==> config.mk <==
export PLATFORM = sky130hd
export DESIGN_NAME = switch4_reader
export DESIGN_NICKNAME = d
export VERILOG_FILES = /design/src/rtl/switch4_pkg.sv /design/src/rtl/switch4_reader_debounce_bit.sv /design/src/rtl/switch4_reader.sv
export SDC_FILE = /design/constraint.sdc
export NUM_CORES = 1
export LEC_CHECK = 0
export CAP_MARGIN = 10
export CORE_MARGIN = 3
export CORE_UTILIZATION = 40
export DETAILED_ROUTE_END_ITERATION = 6
export DONT_BUFFER_PORTS = 1
export GPL_TIMING_DRIVEN = 1
export SYNTH_ARGS = -nofsm -noshare
export SYNTH_HDL_FRONTEND = slang
export SYNTH_SLANG_ARGS = --single-unit
==> constraint.sdc <==
create_clock -name clk_in -period 2 [get_ports clk_in]
set_input_delay 0.2 -clock clk_in [delete_from_list [all_inputs] [get_ports clk_in]]
set_output_delay 0.2 -clock clk_in [all_outputs]
set_load 0.01 [all_outputs]
==> src/rtl/switch4_pkg.sv <==
// Shared constants and helpers for the four-switch input reader.
// Latency: n/a (definitions only).
// Backpressure: n/a (definitions only).
package switch4_pkg;

    localparam int NUM_SW           = 4;
    localparam int DEF_TICK_BITS    = 22;
    localparam int DEF_STABLE_TICKS = 4;

    // Bits needed to hold a count of 0..n inclusive.
    function automatic int cnt_width(input int n);
        return $clog2(n + 1);
    endfunction

endpackage

==> src/rtl/switch4_reader_debounce_bit.sv <==
// One switch bit: 2-flop synchroniser followed by a tick-paced debounce counter.
// Latency: 2 cycles to sync, then STABLE_TICKS ticks of agreement before dout moves.
// Backpressure: none; the bit is sampled every cycle and never stalls.
module debounce_bit
    import switch4_pkg::*;
#(
    parameter int STABLE_TICKS = DEF_STABLE_TICKS
) (
    input  logic clk_in,
    input  logic rst_in,
    input  logic i_din,
    input  logic i_tick,
    output logic o_dout
);

    localparam int CW = cnt_width(STABLE_TICKS);

    logic          r_meta;
    logic          r_sync;
    logic          r_dout;
    logic [CW-1:0] r_cnt;

    // Synchronise the pin; count ticks while the synced value disagrees with dout.
    always_ff @(posedge clk_in) begin
        if (rst_in) begin
            r_meta <= 1'b0;
            r_sync <= 1'b0;
            r_dout <= 1'b0;
            r_cnt  <= '0;
        end else begin
            r_meta <= i_din;
            r_sync <= r_meta;
            if (r_sync == r_dout) begin
                // Agreement (including a bounce back) throws away any partial count.
                r_cnt <= '0;
            end else if (i_tick) begin
                if (r_cnt == CW'(STABLE_TICKS - 1)) begin
                    r_dout <= r_sync;
                    r_cnt  <= '0;
                end else begin
                    r_cnt <= r_cnt + CW'(1);
                end
            end
        end
    end

    assign o_dout = r_dout;

endmodule

==> src/rtl/switch4_reader.sv <==
// Four debounced switch inputs with edge pulses and a latched change-event handshake.
// Latency: din->dout 2+STABLE_TICKS*2**TICK_BITS worst case, +1 to rise/fall, +1 to chg_valid.
// Backpressure: events accumulate into chg_mask until chg_ack; re-change of a pending bit sets chg_ovf.
// Optional: define SWITCH4_PRESS_CNT_EN to add press_cnt (four wrapping 8-bit rise counters).
module switch4_reader
    import switch4_pkg::*;
#(
    parameter int TICK_BITS    = DEF_TICK_BITS,
    parameter int STABLE_TICKS = DEF_STABLE_TICKS
) (
    input  logic              clk_in,
    input  logic              rst_in,
    input  logic [NUM_SW-1:0] din,
    output logic [NUM_SW-1:0] dout,
    output logic [NUM_SW-1:0] rise,
    output logic [NUM_SW-1:0] fall,
    output logic              chg_valid,
    output logic [NUM_SW-1:0] chg_mask,
    output logic              chg_ovf,
    input  logic              chg_ack
`ifdef SWITCH4_PRESS_CNT_EN
    ,
    output logic [8*NUM_SW-1:0] press_cnt
`endif
);

    logic [TICK_BITS-1:0] r_tick_cnt;
    logic                 w_tick;
    logic [NUM_SW-1:0]    w_dout;
    logic [NUM_SW-1:0]    r_dout_d;
    logic [NUM_SW-1:0]    r_rise;
    logic [NUM_SW-1:0]    r_fall;
    logic [NUM_SW-1:0]    w_new;
    logic                 r_chg_valid;
    logic [NUM_SW-1:0]    r_chg_mask;
    logic                 r_chg_ovf;

    // Free-running tick counter; the tick is a one-cycle enable at all-ones.
    always_ff @(posedge clk_in) begin
        if (rst_in) begin
            r_tick_cnt <= '0;
        end else begin
            r_tick_cnt <= r_tick_cnt + TICK_BITS'(1);
        end
    end

    assign w_tick = &r_tick_cnt;

    genvar gi;
    generate
        for (gi = 0; gi < NUM_SW; gi++) begin : g_bit
            debounce_bit #(
                .STABLE_TICKS(STABLE_TICKS)
            ) u_debounce_bit (
                .clk_in (clk_in),
                .rst_in (rst_in),
                .i_din  (din[gi]),
                .i_tick (w_tick),
                .o_dout (w_dout[gi])
            );
        end
    endgenerate

    // Edge detect on the debounced value, registered so pulses follow dout by one cycle.
    always_ff @(posedge clk_in) begin
        if (rst_in) begin
            r_dout_d <= '0;
            r_rise   <= '0;
            r_fall   <= '0;
        end else begin
            r_dout_d <= w_dout;
            r_rise   <= w_dout & ~r_dout_d;
            r_fall   <= ~w_dout & r_dout_d;
        end
    end

    assign w_new = r_rise | r_fall;

    // Change-event handshake: accumulate changed bits until acked; a change in the ack cycle opens a new event.
    always_ff @(posedge clk_in) begin
        if (rst_in) begin
            r_chg_valid <= 1'b0;
            r_chg_mask  <= '0;
            r_chg_ovf   <= 1'b0;
        end else if (r_chg_valid && chg_ack) begin
            r_chg_mask  <= w_new;
            r_chg_valid <= |w_new;
            r_chg_ovf   <= 1'b0;
        end else if (r_chg_valid) begin
            r_chg_mask <= r_chg_mask | w_new;
            if (|(r_chg_mask & w_new)) begin
                r_chg_ovf <= 1'b1;
            end
        end else if (|w_new) begin
            r_chg_mask  <= w_new;
            r_chg_valid <= 1'b1;
        end
    end

    assign dout      = w_dout;
    assign rise      = r_rise;
    assign fall      = r_fall;
    assign chg_valid = r_chg_valid;
    assign chg_mask  = r_chg_mask;
    assign chg_ovf   = r_chg_ovf;

`ifdef SWITCH4_PRESS_CNT_EN
    logic [7:0] r_press [NUM_SW];

    // Per-bit press counters, advancing on each rise pulse and wrapping at 255.
    always_ff @(posedge clk_in) begin
        if (rst_in) begin
            for (int i = 0; i < NUM_SW; i++) begin
                r_press[i] <= '0;
            end
        end else begin
            for (int i = 0; i < NUM_SW; i++) begin
                if (r_rise[i]) begin
                    r_press[i] <= r_press[i] + 8'd1;
                end
            end
        end
    end

    generate
        for (gi = 0; gi < NUM_SW; gi++) begin : g_press
            assign press_cnt[8*gi +: 8] = r_press[gi];
        end
    endgenerate
`endif

endmodule

* Yosys cells after proc, flatten, opt, wreduce, memory -nomap -nowiden
Index checks and enable logic that the tools add are counted.
** Word-level totals
- Register bits after elaboration :: 64
- Latch bits :: 0
- RAM bits :: 0
- ROM bits :: 0
- Input port bits :: 7
- Word-level logic and storage cells :: 72
- Memories kept :: 0
** Cells by class
- $add $sub $neg :: 5
- Multiply operators :: 0
- Divide/modulo/power cells :: 0
- Magnitude comparators :: 0
- Eq/ne operators :: 8
- Shift-type cells :: 0
- Multiplexer cells :: 10
- Bitwise gates (word level) :: 11
- Reductions and logical operators :: 15
** Operators by type and width (number)
- $reduce_and 24->1 :: 4
- $add 22x1->22 const B :: 1
- $reduce_and 22->1 :: 1
- $add 3x1->3 const B :: 4
- $and 4x4->4 :: 3
- $eq 3x2->1 const B :: 4
- $mux 3 :: 4
- $mux 4 :: 3
- $reduce_or 2->1 :: 5
- $not 4->4 :: 2
- $or 4x4->4 :: 2
- $reduce_or 4->1 :: 2
- $eq 1x1->1 :: 4
- $not 1->1 :: 4
- $mux 1 :: 3
- $reduce_bool 3->1 :: 1
- $reduce_and 2->1 :: 1
- $logic_and 1x1->1 :: 1

* Logic depth before layout (Yosys ltp)
Gate-level depths: netlist of the first run.
- Word-level depth :: 5
- Depth in mapped cells :: 6

* Modules after synthesis
Synthesis of the first run repeated with hierarchy kept, for this count alone.
** Second synthesis, totals
- Cell total of the unflattened synthesis :: 266
- Area total of the unflattened synthesis :: 2511.2 sq um
** By module, submodules not included
- switch4_reader :: instances 1, cells an instance 170, area an instance 1585.3 sq um, sequential area each 800.8 sq um
- debounce_bit :: instances 4, cells an instance 24, area an instance 231.5 sq um, sequential area each 120.1 sq um

* Least setup slack after synthesis of the first run
OpenSTA, ideal clock, no wires.
- Path kind :: flip-flop to flip-flop
- Start :: reg r_tick_cnt[8]
- End :: reg g_bit[0].u_debounce_bit.r_dout
- Setup time :: 0.072 ns
- Data arrival time :: 1.605 ns
- Setup slack :: 0.324 ns
- Stages on the path, launching flop included :: 6
- Period minus slack after synthesis :: 1.676 ns
- Cells stage by stage :: dfxtp_1 -> nand4_1 -> or4_4 -> buf_6 -> nor3_2 -> mux2i_1
** Between the ends
- Cells in the longest elaborated chain, start to end :: 1
** RTL lines
- start, declared :: line switch4_reader.sv:27 : logic [TICK_BITS-1:0] r_tick_cnt;
- start signal, assigned :: line switch4_reader.sv:43 : r_tick_cnt <= r_tick_cnt + TICK_BITS'(1);
- $reduce_and 24->1 (no source line)
- end signal, assigned :: line switch4_reader_debounce_bit.sv:38 : r_dout <= r_sync;
- end, declared :: line switch4_reader_debounce_bit.sv:20 : logic r_dout;
Every way passes these cells.
A chain may end at the register's enable or synchronous reset.

* Worst setup path in the final report of the first run
- Start :: reg r_tick_cnt[8]
- End :: reg g_bit[3].u_debounce_bit.r_dout
** Between the ends
- Cells in the longest elaborated chain, start to end :: 1
** RTL lines (line)
- $reduce_and 24->1 (no source line)
- end signal, assigned :: switch4_reader_debounce_bit.sv:38
- end, declared :: switch4_reader_debounce_bit.sv:20
Every way passes these cells.

==> flow_summary.yaml, run 1 <==
synthesis:
  ys_seq_area_share_pct: 49.9
  avgSynthCellArea_um2: 9.35
  synth-edff-count: 0
  ys_ff_latch: 64
  synth_mux_area_share_pct: 2.39
  yosysTopAreaCellShare_pct: 49.9
  yosys_warnings: 0
  yosys.area_share.simple_pct: 25.2
  yosysUniqueCellTypes: 37
  synth_top_cell_by_area: "dfxtp_1"
  synth_area_leaders: "dfxtp_1, a21oi_1, o21ai_0"
  ys.flop_type: "dfxtp_1"
  synth_top_family_by_area: "simple AND/OR/NAND/NOR gates"
  synth_compound_area_share_pct: 11.3
  synthAdderAreaFrac_pct: 2.43
  synthXorXnorAreaFrac_pct: 4.43
  synthCells: 275
  syn-cell-area_um2: 2570
  synth_fp_nets: 287
  async_reset_ff_share_pct: 0
clock_network:
  cts_sinks: 64
  clk_pin_slew_ns: 0.07
  clkLatencyLatePin_ns: 0.34
  clockRootBuffer: "clkbuf_8"
  clockBufferDepth: 2
  h-tree-depth: 3
  post-cts-setup-buffer-count: 0
  tritoncts: "yes"
  cts_buffers: 9
setup_path:
  arrival_ns: 2.17
  crit_chain: "nand4_1 -> or4_4 -> nor4_2 -> mux2i_1"
  crit_required_ns: 2.27
  slowest_delay_ns: 0.68
  critPathMaxFanout: 11
  endpoint_kind: "register"
  critPathSlowestCell: "or4_4"
  critPathLaunchType: "register"
  path_class: "reg2reg"
  worst-path-buf-inv: 0
  critical-path-top-delay-family: "simple AND/OR/NAND/NOR gates"
route:
  routed_wl_mm: 5.01
  first_pass_iters: 4
  drt-vias-per-instance: 5.36
  drt_iter0_drc: 136
  drc_errors: 0
  num_vias: 1957
  routedWlPerCell_um: 13.7
  ant_nets: 0
power:
  power.density_nw_per_um2: 844
  leakage_uw: 0.00105
  vdd_drop_max_mv: 0.546
  total_power_uw: 2470
placement:
  place_congestion: 0.770
  port_buffers: 0
  dpl.hpwl_mm: 3.33
grt:
  grt_busiest_layer: "met2"
  grt_max_degree: 40
  first_global_vias: 1863
  overflow: 0
  grt_antenna_before_repair: 0
  gr-usage-met2_pct: 22.3
  grt_util_all_layers_pct: 15.0
  grt_pass1_wl_mm: 8.50
  met1_usage_pct: 18.8
  met3_usage_pct: 6.24
sta:
  tightest_slew_ns: 0.318
  drv_slew: 0
  period_minus_slack_ns: 1.90
  fmax_mhz: 527
  post-route-period-util_pct: 95.0
  finalHoldViolations: 0
  finalClockSkew_ns: 0.00652
  setup_viol: 0
  max_slew_margin_pct: 78.6
die:
  rows: 28
  initial_core_util_pct: 42.4
  pin_count: 25
  design.core.area_um2: 6060
  die-area_um2: 7420
  fp.dieW_um: 86.2
  die_h_um: 86.2
status:
  status: "complete, no violations"
final_layout:
  nNetsFinal: 298
  drive_above_1_share_pct: 10.3
  area_growth_pct: 13.7
  final_util_pct: 48.2
  antennaDiodeCount: 0
  nFillCells: 572
hold_path:
  hold_class: "in2reg"
run:
  maxCapViolations: 0
==> placed cells by master, fill, tap and decap left out, types with 8 or more instances in the layout <==
master | netlist | routed
nand4_1 | 10 | 10
xor2_1 | 10 | 10
dfxtp_1 | 64 | 64
nand2_1 | 14 | 14
nand2b_1 | 12 | 12
nor2_1 | 20 | 20
nor2b_1 | 11 | 11
nand3_1 | 10 | 10
a21oi_1 | 20 | 20
o21ai_0 | 19 | 19
clkbuf_8 | 0 | 12
or3_1 | 8 | 8
inv_1 | 12 | 12
==> routing by layer <==
metal / up-vias / part of all wire, %
li1: 988 / -
met3: 4 / 7.1
met4: 0 / 1.1
met2: 56 / 44
met1: 909 / 47
met5: - / 0
==> synth_stat cells (2+ instances only) <==
master and number:
inv_1 12, and4_1 3, nand2b_1 12, or4_1 2
buf_4 4, nor3_2 3, dfxtp_1 64, nand2_1 14
clkbuf_1 6, nor4_1 3, ha_1 5, nand3_1 10
a211oi_1 6, a21oi_1 20, mux2i_1 5, nor2b_1 11
xor2_1 10, xnor2_1 3, nand4b_1 3, or3_1 8
o21ai_0 19, nor2_1 20, and3_1 5, nand4_1 10
o31ai_1 2, nor3b_1 4
==> stage by stage <==
stage | setup TNS, ns | instances | cell area, um^2 | worst slack (ns) | hold WS [ns]
2_1_floorplan | 0 | 275 | 2570 | 0.324 | 0.300
3_3_place_gp | 0 | 344 | 2640 | 0.179 | 0.274
3_5_place_dp | 0 | 344 | 2640 | 0.0788 | 0.276
4_1_cts | 0 | 365 | 2920 | 0.0621 | 0.0288
5_1_grt | -0.0154 | 365 | 2920 | -0.0154 | 0.0335
6_report | 0 | 365 | 2920 | 0.101 | 0.0452
==> worst paths after layout <==
kind | start | to | slack (ns) | depth (start not counted)
min reg2reg | r_dout_d[0] | rise[0] | 0.40 | 1
max | r_tick_cnt[8] | g_bit[3].u_debounce_bit.o_dout | 0.10 | 4
max reg2reg | r_tick_cnt[8] | g_bit[3].u_debounce_bit.o_dout | 0.10 | 4
min | rst_in | g_bit[2].u_debounce_bit.o_dout | 0.05 | 2
==> layout make-up <==
cell class	count	area (um^2)	area share (%)
Clock inverter	3	40.0	1.37
Timing Repair Buffer	12	115	3.94
Inverter	12	45.0	1.54
Clock buffer	12	165	5.65
Tap cell	75	93.8	3.21
Sequential cell	64	1280	43.9
Multi-Input combinational cell	187	1180	40.4
==> where the power goes <==
group	leakage (uW)	total (uW)	internal [uW]	switching (uW)
Sequential	0.000518	1290	1290	6.84
Clock	0.000108	1120	666	458
Combinational	0.000421	47.7	25.6	22.1
==> what timing repair did <==
action	CTS	global route
setup endpoints to repair	0	1
hold buffers	6	0
hold endpoints to repair	39	0
gates resized for setup	0	1
==> worst register-to-register path, stage by stage, from the launching register on <==
cell,delay (ns)
dfxtp_1,0.42
nand4_1,0.21
or4_4,0.68
nor4_2,0.29
mux2i_1,0.22
==> kinds of logic after synthesis <==
group	after synthesis
AO/OA/AOI/OAI	51
buffers and inverters	24
adder cells (fa/ha/maj)	5
XOR/XNOR	13
multiplexers	6
flip-flops	64
AND/OR/NAND/NOR	112
==> registers in the layout, summed over array words and instances, names as in the netlist <==
register and count:
g_bit.u_debounce_bit.r_sync 4, chg_ovf 1, g_bit.u_debounce_bit.o_dout 4, g_bit.u_debounce_bit.r_meta 4
r_tick_cnt 22, fall 4, r_dout_d 4, chg_mask 4
g_bit.u_debounce_bit.r_cnt 12, rise 4, chg_valid 1
Power figures use the tool's default switching activity.
==> run 2: changes to the inputs <==
--- a/config.mk
+++ b/config.mk
@@ -11,6 +11,7 @@
 export DETAILED_ROUTE_END_ITERATION = 6
 export DONT_BUFFER_PORTS = 1
 export GPL_TIMING_DRIVEN = 1
+export HOLD_SLACK_MARGIN = 0.1
 export SYNTH_ARGS = -nofsm -noshare
 export SYNTH_HDL_FRONTEND = slang
 export SYNTH_SLANG_ARGS = --single-unit
==> flow_summary.yaml, run 2 (synthesis gave the netlist of run 1 again) <==
grt:
  first_global_vias: 1862
  overflow: 0
  grt_antenna_before_repair: 0
  gr-usage-met2_pct: 22.1
  grt_max_degree: 52
  grt_busiest_layer: "met2"
  met1_usage_pct: 18.6
  grt_util_all_layers_pct: 14.9
  grt_pass1_wl_mm: 8.47
  met3_usage_pct: 6.34
final_layout:
  nFillCells: 572
  final_util_pct: 48.2
  area_growth_pct: 13.7
  antennaDiodeCount: 0
  drive_above_1_share_pct: 10.3
  multiInputGateArea_um2: 1180
  largest_reg_flops: 22
  regMostFlops: "r_tick_cnt"
  layout_commonest_cell: "dfxtp_1"
  top_regs: "r_tick_cnt (22), g_bit.u_debounce_bit.r_cnt (12)"
  ff_latch_area_um2: 1280
  mostFrequentLayoutCells: "dfxtp_1, a21oi_1, nor2_1, o21ai_0, nand2_1"
  fin_area_um2: 2920
  nNetsFinal: 298
hold_path:
  worstHoldEndpoint: "r_tick_cnt[21]"
  hold_class: "in2reg"
  hold_depth: 2
  holdCritStartpoint: "rst_in"
clock_network:
  clkLatencyLatePin_ns: 0.33
  clockRootBuffer: "clkbuf_8"
  clk_pin_slew_ns: 0.07
  tritoncts: "yes"
  cts_buffers: 9
  clockBufferDepth: 2
  cts_sinks: 64
  h-tree-depth: 3
sta:
  period_minus_slack_ns: 1.89
  fmax_mhz: 529
  holdWs_ns: 0.123
  finalClockSkew_ns: 0.00548
  setup_viol: 0
  max_slew_margin_pct: 78.6
  fin_setup_tns_ns: 0
  drv_slew: 0
  tightest_slew_ns: 0.318
  setup_ws_ns: 0.110
  post-route-period-util_pct: 94.5
  finalHoldViolations: 0
route:
  routedWlPerCell_um: 13.7
  drt-vias-per-instance: 5.27
  first_pass_iters: 4
  ant_nets: 0
  drc_errors: 0
  routed_wl_mm: 4.98
  num_vias: 1922
  drt_iter0_drc: 132
setup_path:
  r2r_setup_slack_ns: 0.11
  worst-r2r-cell-count: 4
  crit_required_ns: 2.26
  endpoint_kind: "register"
  r2r-start: "r_tick_cnt[8]"
  arrival_ns: 2.15
  critPathMaxFanout: 11
  slowest_delay_ns: 0.68
  crit_chain: "nand4_1 -> or4_4 -> nor4_2 -> mux2i_1"
  critPathLaunchType: "register"
  rr_endpoint: "g_bit[3].u_debounce_bit.o_dout"
  critPathSlowestCell: "or4_4"
  path_class: "reg2reg"
placement:
  place_congestion: 0.770
  placed_area_um2: 2640
  port_buffers: 0
  dpl.hpwl_mm: 3.33
  pre_cts_ws_ns: 0.0788
die:
  initial_core_util_pct: 42.4
  die-area_um2: 7420
  pin_count: 25
  design.core.area_um2: 6060
  die_h_um: 86.2
  fp.dieW_um: 86.2
  rows: 28
power:
  leakage_uw: 0.00105
  vdd_drop_max_mv: 0.545
  switching_power_uw: 484
  power.density_nw_per_um2: 843
  p_int_uw: 1980
  switching_share_pct: 19.7
  p_comb_share_pct: 2.0
  clock_power_share_pct: 45.4
  p_seq_share_pct: 52.5
run:
  maxCapViolations: 0
status:
  status: "complete, no violations"
==> run 2: cell counts in the layout (fill, tap and decap cells not counted) <==
No cell type changed its count.
==> run 2: worst max path at each step <==
stage	startpoint	endpoint	slack [ns]	cells past startpoint
3_5_place_dp	r_tick_cnt[8]	g_bit[3].u_debounce_bit.o_dout	0.08	4
2_1_floorplan	r_tick_cnt[8]	g_bit[0].u_debounce_bit.o_dout	0.32	5
3_3_place_gp	r_tick_cnt[8]	g_bit[3].u_debounce_bit.o_dout	0.18	4
5_1_grt	r_tick_cnt[8]	g_bit[3].u_debounce_bit.o_dout	-0.02	4
4_1_cts	r_tick_cnt[8]	g_bit[3].u_debounce_bit.o_dout	0.06	4
6_report	r_tick_cnt[8]	g_bit[3].u_debounce_bit.o_dout	0.11	4
==> run 2: final cells by class <==
| cell class | instances | share of cell area, % |
|---|---|---|
| clock buffers | 12 | 5.65 |
| inverters | 12 | 1.54 |
| flip-flops and latches | 64 | 43.9 |
| clock inverters | 3 | 1.37 |
| multi-input cells | 187 | 40.4 |
| well taps | 75 | 3.21 |
| repair buffers | 12 | 3.94 |
==> run 2: power by group through the flow <==
stage | clock network (uW) | registers [uW] | logic [uW]
after floorplan | 0 | 1320 | 32.3
after global placement | 0 | 1320 | 23.5
after detailed placement | 0 | 1320 | 23.8
after CTS | 1170 | 1290 | 51.0
after global routing | 1220 | 1290 | 57.9
final | 1120 | 1290 | 50.4
==> run 2: through the flow <==
step	total power [uW]	cells
6_report	2460	365
5_1_grt	2570	365
4_1_cts	2510	365
3_5_place_dp	1350	344
3_3_place_gp	1350	344
2_1_floorplan	1350	275
==> run 2: worst max-delay path: cells and delay by family, from the launching register on <==
kind / cells / cell delay [ns]
AND/OR/NAND/NOR: 3 / 1.18
flip-flops: 1 / 0.42
multiplexers: 1 / 0.22
==> run 2: per-layer routing <==
layer,vias to the layer above,wire [um]
li1,991,-
met1,881,2370
met2,48,2210
met3,2,363
met4,0,36
met5,-,0
==> run 2: repair_timing <==
action,in CTS,in global routing
resized for setup,0,1
hold buffers,6,0
setup endpoints to repair,0,1
endpoints found under the hold margin,60,0
setup buffers,0,0
